<file path="src/rtl/z80_irq_ctrl.sv">
// Interrupt front-end for the TV80: NMI synchronizer/edge latch, prioritized INT with IM2 vector.
// Define Z80_IRQ_RETI_EN to build the RETI opcode snoop and the in-service nesting register.
module z80_irq_ctrl #(
  parameter int         NSRC     = 4,
  parameter logic [7:0] VEC_BASE = 8'hE0
) (
  input  logic            clk,
  input  logic            reset,
  input  logic            nmi_req,
  input  logic [NSRC-1:0] irq_req,
  input  logic [NSRC-1:0] irq_mask,
  input  logic            cpu_m1_n,
  input  logic            cpu_mreq_n,
  input  logic            cpu_iorq_n,
  input  logic            cpu_rd_n,
  input  logic [7:0]      cpu_di,
  output logic            cpu_nmi_n,
  output logic            cpu_int_n,
  output logic [7:0]      vec_data,
  output logic            vec_oe,
  output logic [NSRC-1:0] irq_ack,
  output logic [NSRC-1:0] in_service
);

  typedef enum logic [1:0] {S_IDLE, S_ACK, S_DRIVE} ack_state_t;

  logic            r_nmi_s1, r_nmi_s2, r_nmi_s3, r_nmi_pend, r_nmi_n;
  logic            w_nmi_edge, w_nmi_fetch, w_ack_go;
  ack_state_t      r_state;
  logic            r_int_n, r_vec_oe, r_ack_vld;
  logic [7:0]      r_vec_data;
  logic [2:0]      r_ack_idx, w_win_idx;
  logic [NSRC-1:0] r_irq_ack, w_elig, w_ack_dec;
  logic            w_win_vld, w_int_allow;

  assign w_nmi_edge  = r_nmi_s2 & ~r_nmi_s3;
  assign w_nmi_fetch = r_nmi_pend & ~cpu_m1_n & ~cpu_mreq_n;
  // The NMI fake fetch wins over a coincident INTA decode.
  assign w_ack_go    = ~cpu_m1_n & ~cpu_iorq_n & ~w_nmi_fetch;

  // Synchronizer flops reset to 1 so a request held through reset is not an edge.
  always_ff @(posedge clk) begin
    if (reset) begin
      r_nmi_s1   <= 1'b1;
      r_nmi_s2   <= 1'b1;
      r_nmi_s3   <= 1'b1;
      r_nmi_pend <= 1'b0;
      r_nmi_n    <= 1'b1;
    end else begin
      r_nmi_s1 <= nmi_req;
      r_nmi_s2 <= r_nmi_s1;
      r_nmi_s3 <= r_nmi_s2;
      if (w_nmi_fetch) begin
        r_nmi_pend <= 1'b0;
        r_nmi_n    <= 1'b1;
      end else if (w_nmi_edge && !r_nmi_pend) begin
        r_nmi_pend <= 1'b1;
        r_nmi_n    <= 1'b0;
      end
    end
  end

  assign w_elig    = irq_req & ~irq_mask;
  assign w_win_vld = |w_elig;

  always_comb begin
    w_win_idx = 3'd7;
    for (int i = NSRC - 1; i >= 0; i--) begin
      if (w_elig[i]) w_win_idx = 3'(i);
    end
  end

  for (genvar gi = 0; gi < NSRC; gi++) begin : g_ack_dec
    assign w_ack_dec[gi] = r_ack_vld && (r_ack_idx == 3'(gi));
  end

`ifdef Z80_IRQ_RETI_EN
  typedef enum logic {OP_IDLE, OP_ED} op_state_t;

  op_state_t       r_op_state;
  logic [7:0]      r_op;
  logic            r_op_vld, r_m1_d;
  logic            w_op_cap, w_commit, w_reti;
  logic [NSRC-1:0] r_isr, w_isr_low, w_isr_next;

  assign w_op_cap  = ~cpu_m1_n & ~cpu_mreq_n & (~cpu_rd_n | r_nmi_pend);
  assign w_commit  = ~r_m1_d & cpu_m1_n & r_op_vld;
  assign w_reti    = w_commit && (r_op_state == OP_ED) && (r_op == 8'h4D);
  assign w_isr_low = r_isr & (~r_isr + NSRC'(1));

  always_comb begin
    w_isr_next = r_isr;
    if (w_reti) w_isr_next = w_isr_next & ~w_isr_low;
    if (r_state == S_ACK) w_isr_next = w_isr_next | w_ack_dec;
  end

  // A source may interrupt only if its index is below every in-service bit.
  always_comb begin
    logic v_run;
    v_run       = 1'b1;
    w_int_allow = 1'b0;
    for (int i = 0; i < NSRC; i++) begin
      v_run = v_run & ~r_isr[i];
      if (v_run && w_elig[i]) w_int_allow = 1'b1;
    end
  end

  always_ff @(posedge clk) begin
    if (reset) begin
      r_op_state <= OP_IDLE;
      r_op       <= 8'h00;
      r_op_vld   <= 1'b0;
      r_m1_d     <= 1'b1;
      r_isr      <= '0;
    end else begin
      r_m1_d <= cpu_m1_n;
      r_isr  <= w_isr_next;
      if (w_op_cap) begin
        r_op     <= cpu_di;
        r_op_vld <= 1'b1;
      end else if (w_commit) begin
        r_op_vld <= 1'b0;
      end
      // Any committed ED (re)enters OP_ED; everything else falls back to OP_IDLE.
      if (w_commit) r_op_state <= (r_op == 8'hED) ? OP_ED : OP_IDLE;
    end
  end

  assign in_service = r_isr;
`else
  logic w_unused;
  assign w_unused    = ^{cpu_di, cpu_rd_n};
  assign w_int_allow = w_win_vld;
  assign in_service  = '0;
`endif

  always_ff @(posedge clk) begin
    if (reset) begin
      r_state    <= S_IDLE;
      r_int_n    <= 1'b1;
      r_vec_oe   <= 1'b0;
      r_vec_data <= 8'h00;
      r_irq_ack  <= '0;
      r_ack_idx  <= 3'd0;
      r_ack_vld  <= 1'b0;
    end else begin
      r_irq_ack <= '0;
      case (r_state)
        S_IDLE: begin
          if (w_ack_go) begin
            r_state   <= S_ACK;
            r_ack_idx <= w_win_idx;
            r_ack_vld <= w_win_vld;
            r_int_n   <= 1'b1;
          end else begin
            r_int_n <= ~w_int_allow;
          end
        end
        S_ACK: begin
          r_state    <= S_DRIVE;
          r_vec_data <= {VEC_BASE[7:4], r_ack_idx, 1'b0};
          r_vec_oe   <= 1'b1;
          r_irq_ack  <= w_ack_dec;
          r_int_n    <= 1'b1;
        end
        S_DRIVE: begin
          r_int_n <= 1'b1;
          if (cpu_iorq_n) begin
            r_state  <= S_IDLE;
            r_vec_oe <= 1'b0;
          end
        end
        default: r_state <= S_IDLE;
      endcase
    end
  end

  assign cpu_nmi_n = r_nmi_n;
  assign cpu_int_n = r_int_n;
  assign vec_data  = r_vec_data;
  assign vec_oe    = r_vec_oe;
  assign irq_ack   = r_irq_ack;

endmodule

</file>
<file path="config.mk">
export PLATFORM = sky130hd
export DESIGN_NAME = z80_irq_ctrl
export DESIGN_NICKNAME = d
export VERILOG_FILES = /design/src/rtl/z80_irq_ctrl.sv
export SDC_FILE = /design/constraint.sdc
export NUM_CORES = 1
export LEC_CHECK = 0
export BUFFER_PORTS_ARGS = -buffer_cell sky130_fd_sc_hd__buf_2
export CAP_MARGIN = 5
export CORE_MARGIN = 4
export CORE_UTILIZATION = 46
export CTS_BUF_LIST = sky130_fd_sc_hd__clkbuf_16
export CTS_CLUSTER_DIAMETER = 60
export DETAILED_ROUTE_END_ITERATION = 8
export GPL_TIMING_DRIVEN = 0
export PLACE_DENSITY = 0.78
export REMOVE_ABC_BUFFERS = 1
export SYNTH_ARGS = -nofsm -noshare
export SYNTH_HDL_FRONTEND = slang
export SYNTH_SLANG_ARGS = --single-unit
</file>
<file path="constraint.sdc">
create_clock -name clk -period 1.35 [get_ports clk]
set_input_delay 0.135 -clock clk [delete_from_list [all_inputs] [get_ports clk]]
set_output_delay 0.135 -clock clk [all_outputs]
set_load 0.02 [all_outputs]
</file>
* Yosys cells after proc, flatten, opt, wreduce, memory -nomap -nowiden
Index checks and enable logic that the tools add are counted.
** Word-level totals
- Memory bits (read-only) :: 0
- Input port bits :: 23
- Latch bits :: 0
- Output and inout bits :: 19
- RAM bits :: 0
- Register bits :: 21
- Memories :: 0
- Logic and storage cells :: 61
** Operators by class
- Div/mod/pow operators :: 0
- Shifts and indexed selects :: 0
- $add $sub $neg :: 0
- Magnitude comparators :: 0
- Mux-type cells :: 11
- $mul :: 0
- Reductions and logical operators :: 17
- Bitwise logic cells :: 14
- Equality and inequality tests :: 7
** Operator list (count)
- 3-bit two-way mux :: 4
- 1-bit inverter :: 7
- 3-bit by 2-bit equality test with 1-bit output (second input constant) :: 2
- 2-bit case mux with 3 select lines :: 1
- 2-bit AND reduction :: 3
- 2-bit OR reduction :: 3
- 1-bit bitwise AND :: 5
- 1-bit logical AND :: 5
- 4-bit bitwise AND :: 1
- 2-bit two-way mux :: 2
- 2-bit != test (second input constant) :: 2
- 4-bit inverter :: 1
- 1-bit case mux with 2 select lines :: 2
- 2-bit nonzero test :: 2
- 4-bit OR reduction :: 1
- 3-bit by 1-bit equality test with 1-bit output (second input constant) :: 1
- 3-bit zero test :: 1
- 2-bit by 1-bit equality test with 1-bit output (second input constant) :: 1
- 2-bit equality test (second input constant) :: 1
- 2-bit zero test :: 1
- 1-bit two-way mux :: 2
- 1-bit zero test :: 1

* Depth between registers and ports, before layout
- Depth after elaboration :: 7
- Gate-level depth with buffers :: 6
- Mapped depth without buffers :: 5

* Worst setup path before layout
No wires, ideal clock.
- Kind :: flip-flop to flip-flop
- Start :: reg r_state[1]
- End :: reg r_irq_ack[1], in the netlist irq_ack[1]
- Period minus slack after synthesis :: 1.193 ns
- Cell stages (with the launch flop) :: 6
- Arrival :: 1.077 ns
- Setup time :: 0.116 ns
- Path buffers :: 1
- Required time :: 1.234 ns
- Setup slack :: 0.157 ns
- Path through :: dfxtp_1 > inv_1 > ha_1 > buf_4 > and4_1 > and3_1
** Between the ends
- Word-level cells in the longest chain between the ends :: 3
** Ends and longest elaborated chain
- start, declared :: line 29 : ack_state_t r_state;
- start signal, assigned :: line 139 : r_state <= S_IDLE;
- start signal, assigned :: line 151 : r_state <= S_ACK;
- start signal, assigned :: line 160 : r_state <= S_DRIVE;
- 2-bit by 1-bit equality test with 1-bit output :: line 148 : case (r_state)
- 1-bit inverter (no source line)
- 2-bit OR reduction (no source line)
- end signal, assigned :: line 163 : r_irq_ack <= w_ack_dec;
- end, declared :: line 33 : logic [NSRC-1:0] r_irq_ack, w_elig, w_ack_dec;
Every way passes these cells.
A chain may end at the register's enable or synchronous reset.

* Worst setup path in the final report
- Start :: reg r_state[0]
- End :: reg r_state[1]
** Between the ends
- Word-level cells in the longest chain between the ends :: 3
- Elaborated cells on any way between the ends :: 7
- Those cells by class :: eq/ne (4); mux (1); reduce/logical (2)
** Ends and longest elaborated chain (line)
- 2-bit equality test or 2-bit zero test (tied branches) :: 148
- 2-bit != test (no source line)
- 2-bit AND reduction (no source line)
Parallel ways exist; a longest one is shown, timed or not.

==> results.sh <==
export IMPL_synth_top_area_frac=0.430
export IMPL_n_antenna_cell=0
export IMPL_track_usage=0.145
export IMPL_busiest_layer="met2"
export IMPL_die_height_um=54.1
export IMPL_reg2reg_from="r_state[0]"
export IMPL_drtPass1Iterations=4
export IMPL_grt_util_met3=0.0332
export IMPL_pwr_share_seq=0.445
export IMPL_power_leakage_uw=0.000551
export IMPL_fp_dieW_um=54.1
export IMPL_h_tree_depth=1
export IMPL_maxCapViolations=0
export IMPL_cts_made_buffers=3
export IMPL_grt_pass1_vias=742
export IMPL_synth_async_sr_flop_share=0
export IMPL_grtUsageMet1=0.160
export IMPL_gr_total_overflow=0
export IMPL_synth_seq_cells=21
export IMPL_synthXorXnorAreaFrac=0
export IMPL_hp_class="in -> reg"
export IMPL_layout_common_cells="buf_2 (26), dfxtp_1 (20), nor2_1 (7), conb_1 (6)"
export IMPL_critPathArrivalTime_ns=1.42
export IMPL_grt_max_degree=19
export IMPL_dp_hpwl_um=1370
export IMPL_switching_share=0.246
export IMPL_syn_area_um2=978
export IMPL_r2r_slack_ns=0.06
export IMPL_vias=780
export IMPL_fp_coreArea_um2=1980
export IMPL_vias_per_cell=5.13
export IMPL_fin_crit_sh=0.957
export IMPL_slew_viol_final=0
export IMPL_clock_sinks=21
export IMPL_period_minus_slack_ns=1.29
export IMPL_rows=16
export IMPL_dp_cells=147
export IMPL_synthTopCellsByArea="dfxtp_1 (43%), buf_4 (7.7%), ha_1 (5.1%)"
export IMPL_clock_power_share=0.405
export IMPL_crit_end="r_state[1]"
export IMPL_antenna_found_initial=0
export IMPL_rsz0062_at_grt="yes"
export IMPL_setup_viol=0
export IMPL_finalHoldViolCount=0
export IMPL_clk_path_buf_depth=2
export IMPL_cts_tree="built"
export IMPL_synth_cells=100
export IMPL_drt_iter0_markers=8
export IMPL_drt_total_wl_um=1960
export IMPL_hold_buffers=0
export IMPL_cts_reportedPaths_clkPinSlew_ns=0.06
export IMPL_die_area_um2=2930
export IMPL_io_buffers=26
export IMPL_power_uw=1510
export IMPL_cp_max_fo=4
export IMPL_wl_per_cell_um=12.9
export IMPL_fmax_mhz=774
export IMPL_area_growth_pct=26.1
export IMPL_yosysWarnings=0
export IMPL_gp_congestion=0.843
export IMPL_powerDensity_nw_per_um2=1220
export IMPL_cp_required_ns=1.47
export IMPL_p_sw_uw=371
export IMPL_fin_cells=152
export IMPL_synth_flop_cell="dfxtp_1"
export IMPL_clk_latency_ns=0.25
export IMPL_synth_top_area_cell="dfxtp_1"
export IMPL_grt_pass1_wl_um=3030
export IMPL_start_util=0.494
export IMPL_num_nets_final=153
export IMPL_clock_skew_ns=0.00276
export IMPL_drc_errors=0
export IMPL_start_kind="flop"
export IMPL_fin_util=0.622
export IMPL_synth_edf_count=0
export IMPL_worst_r2r_path_depth=5
export IMPL_root_buffer="clkbuf_16"
export IMPL_synth_compound_area_frac=0.142
export IMPL_syn_mean_instance_area_um2=9.78
export IMPL_combPwrFrac=0.150
export IMPL_ir_drop_v=0.000627
export IMPL_timing_rr_end="r_state[1]"
export IMPL_muxShareOfSynthArea=0.0409
export IMPL_synthSimpleGateAreaFrac=0.217
export IMPL_synth_top_family_by_area="simple AND/OR/NAND/NOR gates"
export IMPL_grt_use_met2=0.257
export IMPL_outcome="finished clean"
export IMPL_startpoint="r_state[0]"
export IMPL_yosys_area_share_adder=0.0512
export IMPL_boundaryPins=42
export IMPL_synth_cell_types=37
export IMPL_end_kind="flop"
export IMPL_p_int_uw=1140
export IMPL_seq_area_frac_synth=0.430
export IMPL_ant_nets=0
export IMPL_mostFrequentLayoutCell="buf_2"
export IMPL_crit_type="reg -> reg"
export IMPL_drive_gt1_frac=0.416
-- cells in the mapped netlist, types with 2 or more instances --
master    instances
a21oi_1           2
and3_1            2
buf_4            10
dfxtp_1          21
ha_1              4
inv_1             7
mux2i_1           4
nand2_1           2
nand2b_1          4
nand3_1           2
nor2_1            7
nor2b_1           2
nor3_1            2
nor3b_1           5
o211ai_1          2
or2_2             3
-- state kept, by name, indices dropped and copies added, names as in the netlist, 2 cells and up --
register and count:
irq_ack 4, vec_data 4, r_ack_idx 3, r_state 2
-- final cells by class --
| class | count | area (um2) |
|---|---|---|
| fill | 160 | 748 |
| multi-input combinational | 65 | 528 |
| sequential | 21 | 422 |
| timing repair buffer | 27 | 138 |
| clock buffer | 3 | 75.1 |
| tap | 27 | 33.8 |
| inverter | 8 | 32.5 |
| clock inverter | 1 | 5.00 |
-- kinds of logic (layout without fill, tap and decap cells) --
kind of cell / after synthesis / after routing
buffers and inverters: 19 / 39
other: 1 / 6
adders and majority gates: 4 / 4
DFF: 21 / 21
and+or+nand+nor: 35 / 35
AOI/OAI and AO/OA: 16 / 16
muxes: 4 / 4
-- critical path: stages, from the launching register on --
cell and delay (ns):
dfxtp_2 0.37, inv_2 0.08, ha_2 0.23, nor4bb_4 0.17, a41oi_2 0.18, o211ai_1 0.13
-- worst min path at each step --
| stage | startpoint | endpoint | slack (ns) | cells after the start |
|---|---|---|---|---|
| floorplan | reset | vec_data[1] | 0.21 | 1 |
| finish | nmi_req | r_nmi_s1 | 0.07 | 2 |
| global route | nmi_req | r_nmi_s1 | 0.07 | 2 |
| detailed placement | nmi_req | r_nmi_s1 | 0.33 | 2 |
| CTS | nmi_req | r_nmi_s1 | 0.06 | 2 |
| global placement | nmi_req | r_nmi_s1 | 0.32 | 2 |
-- metal layers --
metal  wire length (um)  vias to the layer above  share of wire
met2               1070                       17           0.55
met1                759                      370           0.39
met5                  0                        -              0
li1                   -                      388              -
met4                 35                        0          0.018
met3                 96                        5          0.049
-- per-stage QoR --
stage | worst slack [ns] | instance area, um2 | hold slack [ns] | setup TNS (ns)
6_report | 0.0579 | 1230 | 0.0666 | 0
5_1_grt | -0.0114 | 1230 | 0.0741 | -0.0114
4_1_cts | 0.00313 | 1180 | 0.0649 | 0
3_5_place_dp | -0.0210 | 1080 | 0.329 | -0.0210
3_3_place_gp | 0.0342 | 1080 | 0.317 | 0
2_1_floorplan | 0.176 | 917 | 0.207 | 0
-- power groups by stage --
stage / clock (uW) / combinational (uW) / sequential, uW
after CTS: 622 / 204 / 669
after global placement: 0 / 191 / 681
final: 613 / 226 / 672
after floorplan: 0 / 109 / 701
after global routing: 645 / 247 / 676
after detailed placement: 0 / 195 / 682
-- repair_timing --
action | in CTS | in global routing
gates cloned | 0 | 0
endpoints found under the setup margin | 3 | 6
buffers inserted | 0 | 1
gates resized for setup | 3 | 10
endpoints found under the hold margin | 0 | 0
(Power assumes the default switching activity.)
